==> config.mk <==
export PLATFORM = sky130hd
export DESIGN_NAME = itch_frame_extractor
export DESIGN_NICKNAME = d
export VERILOG_FILES = /design/src/rtl/itch_frame_pkg.sv /design/src/rtl/itch_frame_extractor.sv
export SDC_FILE = /design/constraint.sdc
export NUM_CORES = 1
export LEC_CHECK = 0
export ABC_AREA = 1
export CAP_MARGIN = 10
export CORE_UTILIZATION = 30
export DETAILED_ROUTE_END_ITERATION = 10
export PLACE_DENSITY_LB_ADDON = 0.2
export SYNTH_ARGS = -nofsm -noshare
export SYNTH_HDL_FRONTEND = slang
export SYNTH_SLANG_ARGS = --single-unit
==> constraint.sdc <==
create_clock -name clk -period 2.6 [get_ports clk]
set_input_delay 0.26 -clock clk [delete_from_list [all_inputs] [get_ports clk]]
set_output_delay 0.26 -clock clk [all_outputs]
set_load 0.1 [all_outputs]
==> src/rtl/itch_frame_pkg.sv <==
// itch_frame_pkg: shared frame states and length constants for the ITCH frame extractor
package itch_frame_pkg;
  typedef enum logic [2:0] {LEN_HI, LEN_LO, PAYLOAD, DROP, GAP} frame_state_t;
  localparam int ITCH_LEN_W = 16;
  localparam int ITCH_MAX_MSG_LEN = 50;
endpackage

==> src/rtl/itch_frame_extractor.sv <==
// itch_frame_extractor: strips 2-byte big-endian length prefixes and forwards payload bytes to the ITCH parser
//   ports: clk, rst_n (async, active-low); s_valid/s_data/s_ready upstream byte stream;
//   valid_in/byte_in payload strobe, msg_start/msg_end boundary pulses, frame_err oversize pulse, busy.
//   With ITCH_FRAME_STATS_EN defined: msg_count (forwarded messages) and drop_count (oversize frames).
module itch_frame_extractor
  import itch_frame_pkg::*;
#(
  parameter int MAX_MSG_LEN = ITCH_MAX_MSG_LEN,
  parameter int GAP_CYCLES = 1,
  parameter int LEN_W = ITCH_LEN_W
) (
  input  logic       clk,
  input  logic       rst_n,
  input  logic       s_valid,
  input  logic [7:0] s_data,
  output logic       s_ready,
  output logic       valid_in,
  output logic [7:0] byte_in,
  output logic       msg_start,
  output logic       msg_end,
  output logic       frame_err,
  output logic       busy
`ifdef ITCH_FRAME_STATS_EN
  ,
  output logic [31:0] msg_count,
  output logic [15:0] drop_count
`endif
);
  localparam int GW = (GAP_CYCLES > 1) ? $clog2(GAP_CYCLES + 1) : 1;
  localparam logic [LEN_W-1:0] MAX_L = LEN_W'(MAX_MSG_LEN);
  localparam logic [LEN_W-1:0] ONE = LEN_W'(1);
  frame_state_t state, state_n;
  logic [7:0] len_hi, len_hi_n, byte_n;
  logic [LEN_W-1:0] rem, rem_n, len;
  logic [GW-1:0] gap_cnt, gap_n;
  logic first, first_n, valid_n, start_n, end_n, err_n, acc;
  assign s_ready = state != GAP;
  assign busy = state != LEN_HI;
  assign acc = s_valid && s_ready;
  assign len = LEN_W'({len_hi, s_data});
  always_comb begin
    state_n = state;
    len_hi_n = len_hi;
    rem_n = rem;
    gap_n = gap_cnt;
    first_n = first;
    valid_n = 1'b0;
    byte_n = byte_in;
    start_n = 1'b0;
    end_n = 1'b0;
    err_n = 1'b0;
    case (state)
      LEN_HI: if (acc) begin
        len_hi_n = s_data;
        state_n = LEN_LO;
      end
      LEN_LO: if (acc) begin
        rem_n = len;
        first_n = 1'b1;
        err_n = len > MAX_L;
        state_n = (len == '0) ? LEN_HI : (len > MAX_L) ? DROP : PAYLOAD;
      end
      PAYLOAD: if (acc) begin
        valid_n = 1'b1;
        byte_n = s_data;
        start_n = first;
        end_n = rem == ONE;
        first_n = 1'b0;
        rem_n = (rem != '0) ? rem - ONE : rem;
        gap_n = (rem == ONE) ? GW'(GAP_CYCLES) : gap_cnt;
        state_n = (rem > ONE) ? PAYLOAD : (GAP_CYCLES > 0) ? GAP : LEN_HI;
      end
      DROP: if (acc) begin
        rem_n = (rem != '0) ? rem - ONE : rem;
        state_n = (rem > ONE) ? DROP : LEN_HI;
      end
      GAP: begin
        gap_n = (gap_cnt != '0) ? gap_cnt - GW'(1) : gap_cnt;
        state_n = (gap_cnt > GW'(1)) ? GAP : LEN_HI;
      end
      default: state_n = LEN_HI;
    endcase
  end
  always_ff @(posedge clk or negedge rst_n) begin
    if (!rst_n) begin
      state <= LEN_HI;
      len_hi <= '0;
      rem <= '0;
      gap_cnt <= '0;
      first <= 1'b0;
      valid_in <= 1'b0;
      byte_in <= '0;
      msg_start <= 1'b0;
      msg_end <= 1'b0;
      frame_err <= 1'b0;
    end else begin
      state <= state_n;
      len_hi <= len_hi_n;
      rem <= rem_n;
      gap_cnt <= gap_n;
      first <= first_n;
      valid_in <= valid_n;
      byte_in <= byte_n;
      msg_start <= start_n;
      msg_end <= end_n;
      frame_err <= err_n;
    end
  end
`ifdef ITCH_FRAME_STATS_EN
  always_ff @(posedge clk or negedge rst_n) begin
    if (!rst_n) begin
      msg_count <= '0;
      drop_count <= '0;
    end else begin
      msg_count <= msg_count + {31'd0, msg_end};
      drop_count <= drop_count + {15'd0, frame_err};
    end
  end
`endif
endmodule
Yosys cells after proc, flatten, opt, wreduce, memory -nomap -nowiden:

Cells that the tools add are included.

* register bits after elaboration: 41
* output and inout port bits: 14

* add/subtract/negate cells: 2
* order comparisons: 3
* equality and inequality tests: 13
* muxes and demuxes: 29
* reduce and logical (&&, ||, !) cells: 15

Operators by type and width (count)
* $mux 16: 3
* $pmux 16 s2: 1
* $mux 3: 6
* $eq 16x1->1 const B: 1
* $gt 16x1->1 const B: 1
* $gt 16x6->1 const B: 1
* $logic_not 16->1: 1
* $reduce_bool 16->1: 1
* $sub 16x1->16 const B: 1
* $pmux 3 s5: 1
* $mux 1: 14
* $ne 2x2->1 const B: 5
* $reduce_and 4->1: 2
* $eq 3x2->1 const B: 2
* $reduce_and 3->1: 2
* $reduce_bool 2->1: 3
* $mux 2: 2
* $ne 2x1->1 const B: 2
* $pmux 1 s2: 2
* $reduce_and 2->1: 2
* $eq 3x1->1 const B: 1
* $eq 3x3->1 const B: 1
* $logic_not 3->1: 1
* $ne 3x3->1 const B: 1
* 5 further kinds: 5

Logic depth before layout (Yosys ltp):

* word-level depth: 5
* depth in mapped cells: 10
* depth with buffers taken out: 10

Worst setup path after synthesis:

OpenSTA, ideal clock, no wires.

* kind: register -> register
* from: register state[0]
* to: register state[1]
* arrival: 1.810 ns
* data required time: 2.534 ns
* slack: 0.725 ns
* cell stages (with the launch flop): 8
* buffers on the path: 0
* period minus slack after synthesis: 1.875 ns
* cells stage by stage: dfrtp_1 -> nor2_2 -> nand2_1 -> o21ai_0 -> nand3_1 -> nand2_1 -> nand2_1 -> nand2_1

* word-level cells in the longest chain between the ends: 4

Ends and longest elaborated chain
* start, declared: line itch_frame_extractor.sv:32 `frame_state_t state, state_n;`
* start signal, assigned: line itch_frame_extractor.sv:97 `state <= state_n;`
* $ne 3x3->1 *: line itch_frame_extractor.sv:37 `assign s_ready = state != GAP;`
* via s_ready: line itch_frame_extractor.sv:16 `output logic s_ready,`
* $logic_and 1x1->1 *: line itch_frame_extractor.sv:39 `assign acc = s_valid && s_ready;`
* $ne 2x2->1 (no source line)
* $reduce_and 4->1 (no source line) *

Mark *: on every way through the listed nets, which the timed path passes. The rest lies on a longest branch.
A chain may end at the register's enable or synchronous reset.

Worst setup path in the final report:

* from: register rem[0]
* to: register rem[0]

* word-level cells in the longest chain between the ends: 4

Ends and longest elaborated chain
* start, declared: line itch_frame_extractor.sv:34 `logic [LEN_W-1:0] rem, rem_n, len;`
* start signal, assigned: line itch_frame_extractor.sv:99 `rem <= rem_n;`
* $sub 16x1->16: line itch_frame_extractor.sv:69, itch_frame_extractor.sv:74
* $mux 16: line itch_frame_extractor.sv:69, itch_frame_extractor.sv:74
* $mux 16: line itch_frame_extractor.sv:63, itch_frame_extractor.sv:73
* $pmux 16 s2: line itch_frame_extractor.sv:52 `case (state)`

Parallel ways exist; a longest one is shown, timed or not. The select of a mux whose other input is x is not followed.

==> out/summary.log <==
INFO  status         outcome=finished clean
INFO  die            initial_core_util=31.6%
INFO  global_route   groute.usage.overall=15.3%
INFO  worst_setup_path path_buf_inv=3
INFO  placed_design  io_buffers=24
INFO  worst_setup_path path_delay_family=simple AND/OR/NAND/NOR gates
INFO  power_and_ir_drop leakage=0.00140uW
INFO  placed_design  place_hpwl=4200um
INFO  yosys          synth_fp_nets=343
INFO  clock_network  cts-root-to-sink-buffers=2
INFO  route          first_iter_violations=113
INFO  clock_network  cts_made_buffers=5
INFO  sta            timing.slew.headroom=36.0%
INFO  worst_setup_path path_cells=inv_1, ha_1, inv_1, nor2_1, nand3_2, nand2_4, inv_4, nand2_1, o21ai_2
INFO  yosys          synth.largest_area_cell=dfrtp_1
INFO  yosys          syn_inst=330
INFO  yosys          netlist_top_cells_area=dfrtp_1 43%, nand2_1 18%, inv_1 6.3%, nor2_1 6.3%, o21ai_0 5.6%
INFO  sta            tightestPinTransition=0.959ns
INFO  power_and_ir_drop power.ir.vdd_worst=0.703mV
INFO  clock_network  cts.sink_count=40
INFO  global_route   grt_start_max_net_pins=41
INFO  sta            finalClockSkew=0.00366ns
INFO  route          dr_total_vias=2039
INFO  sta            min_period_over_period=68.8%
INFO  clock_network  number_of_cells_upsized_or_downsized_after_cts=0
INFO  placed_design  dpl_worst_slack=0.719ns
INFO  die            top_level_ports=25
INFO  clock_network  clk_latency=0.30ns
INFO  job            cap_violations=0
INFO  worst_setup_path worstSetupPathType=register to register
INFO  finish         utilization_of_the_core_after_routing=36.9%
INFO  worst_setup_path cp.arrival=1.97ns
INFO  global_route   number_of_antenna_violations_at_the_first_check_in_global_routing=0
INFO  sta            finalHoldViolCount=0
INFO  sta            max_freq=559MHz
INFO  global_route   grt_first_pass_wirelength=9940um
INFO  worst_setup_path timing.critical_path.required=2.78ns
INFO  worst_setup_path cell_mode_on_critical_path=inv_1
INFO  finish         layout-drive-gt1-share=15.5%
INFO  sta            final.setup.worst_slack=0.812ns
INFO  yosys          ys_warn_count=0
INFO  sta            rsz0062_at_grt=no
INFO  sta            totalNegativeSetupSlack=0ns
INFO  global_route   via_count_of_the_first_global_routing_pass=1983
INFO  yosys          synth_seq_area_share=42.8%
INFO  die            dieWidth=90.3um
INFO  finish         antenna-diode-count=0
INFO  worst_setup_path crit_end_category=register
INFO  finish         fin_cells=454
INFO  worst_setup_path worst-path-max-fanout=22
INFO  clock_network  cts_root_buf=clkbuf_8
INFO  worst_setup_path slowest_delay=0.40ns
INFO  die            die_h=90.3um
INFO  route          detailedRoute.firstPassIterationCount=4
INFO  clock_network  h-tree-depth=2
INFO  finish         layout.nets=367
INFO  finish         layout_common_cells=111 x nand2_1, 40 x dfrtp_1, 39 x inv_1, 39 x nor2_1, 26 x o21ai_0
INFO  route          ant_nets=0
INFO  route          drc_violation_count_after_routing=0
INFO  clock_network  cts_tree=yes
INFO  yosys          ys_seq_elements=40
INFO  finish         nFillCells=804
INFO  die            overall_die_area=0.00816sqmm
INFO  yosys          cell_area_synth=0.00234sqmm
INFO  clock_network  cts_post_setup_buffers_inserted=0
INFO  die            core_area=0.00741sqmm
INFO  yosys          post_synth.cell_area_avg=7.09squm
INFO  route          vias_per_cell=4.49
INFO  worst_setup_path slowest_cell_on_the_critical_path=dfrtp_1
INFO  finish         seq_area=0.00100sqmm
INFO  route          wire_per_inst=12.7um
INFO  hold_path      hold_path.class=input pin to async pin
INFO  yosys          yosys.cell_types.count=29
INFO  yosys          synth_top_area_share=42.8%
INFO  sta            period_minus_slack=1.79ns
INFO  placed_design  place.detailed.instances=446
INFO  power_and_ir_drop p_per_cell_area=1350mW/mm^2
INFO  worst_setup_path critPathLaunchType=register
INFO  placed_design  gpl.final_weighted_congestion=0.810
INFO  route          finalWirelength=5760um
INFO  finish         layout.cells.most_common=nand2_1
INFO  sta            finalSetupViolations=0
INFO  clock_network  clock_pin_slew_worst_setup_and_hold_paths=0.08ns
INFO  sta            maxSlewViolCount=0
INFO  clock_network  cts_hold_repair.buffers=0
INFO  finish         combined_area_of_the_multi_input_logic_cells=0.00113sqmm
INFO  finish         synthesis_to_layout_area_growth=16.8%
INFO  die            num_rows=31
INFO  global_route   grt.overflow.total=0
-- final timing paths --
check	startpoint	end	slack, ns	depth (start not counted)
max reg2reg	rem[0]	rem[0]	0.81	9
max in group asynchronous	rst_n	len_hi[2]	1.90	1
min	rst_n	rem[15]	0.12	1
min reg2reg	byte_in[3]	byte_in[3]	0.49	2
min in group clk	byte_in[3]	byte_in[3]	0.49	2
max	rem[0]	rem[0]	0.81	9
-- cell families (layout without fill, tap and decap cells) --
kind of cell | count (synthesis) | after routing | synth area share (%)
AO/OA/AOI/OAI | 42 | 42 | 10.7
flip-flops | 40 | 40 | 42.8
buffers and inverters | 51 | 76 | 9.14
adder cells (fa/ha/maj) | 2 | 2 | 1.07
AND/OR/NAND/NOR | 195 | 195 | 36.3
-- power by group --
part	switching [uW]	internal (uW)	leakage (uW)	total [uW]
combinational	1490	558	0.000845	2050
clock	239	284	0.0000541	523
sequential	232	884	0.000505	1120
total	1960	1730	0.00140	3680
-- layout make-up --
type                       instances  share of cell area, %
sequential                        40                   36.6
clock inverter                     3                   1.56
inverter                          43                   6.00
tap                               99                   4.53
multi-input combinational        239                   41.2
clock buffer                       5                   2.52
timing repair buffer              25                   7.60
-- per-stage QoR --
step	power [uW]	instance area [sq um]	hold WS [ns]
floorplan	2750	2340	-0.0356
global placement	3170	2620	0.472
detailed placement	3180	2620	0.475
CTS	3720	2730	0.149
global route	4010	2730	0.188
finish	3680	2730	0.116
-- registers in the layout, indices dropped and copies added, names as in the netlist --
name and cells:
msg_start 1, rem 16, valid_in 1, byte_in 8, frame_err 1, len_hi 8, state 3, first 1
msg_end 1
-- per-layer routing --
layer | wire (um) | track usage, % | vias up
met3 | 176 | 2.78 | 6
li1 | - | - | 1071
met4 | 110 | 6.05 | 0
met1 | 2960 | 21.8 | 933
met5 | 0 | 0 | -
met2 | 2520 | 22.8 | 29
-- Yosys cell counts --
library cell,number
ha_1,2
o21ai_2,8
nand3b_1,1
nor3_4,1
nand3_2,2
nand2_1,111
inv_1,39
o21ai_0,26
nor2_2,6
clkbuf_1,1
buf_2,4
buf_1,1
or2_2,1
o2bb2ai_1,1
inv_4,1
a22oi_1,1
nand4_1,2
dfrtp_1,40
nand2_4,1
o21bai_1,1
inv_2,3
buf_6,2
a21oi_1,3
nand3_1,23
o21ai_1,1
nor2_1,39
nor2_4,2
o211ai_1,1
nand2_2,6
-- worst reg2reg max path, stage by stage, from the launching register on --
cell	delay [ns]
dfrtp_1	0.40
inv_1	0.14
ha_1	0.22
inv_1	0.09
nor2_1	0.21
nand3_2	0.15
nand2_4	0.15
inv_4	0.14
nand2_1	0.11
o21ai_2	0.06
(Power assumes the default switching activity.)
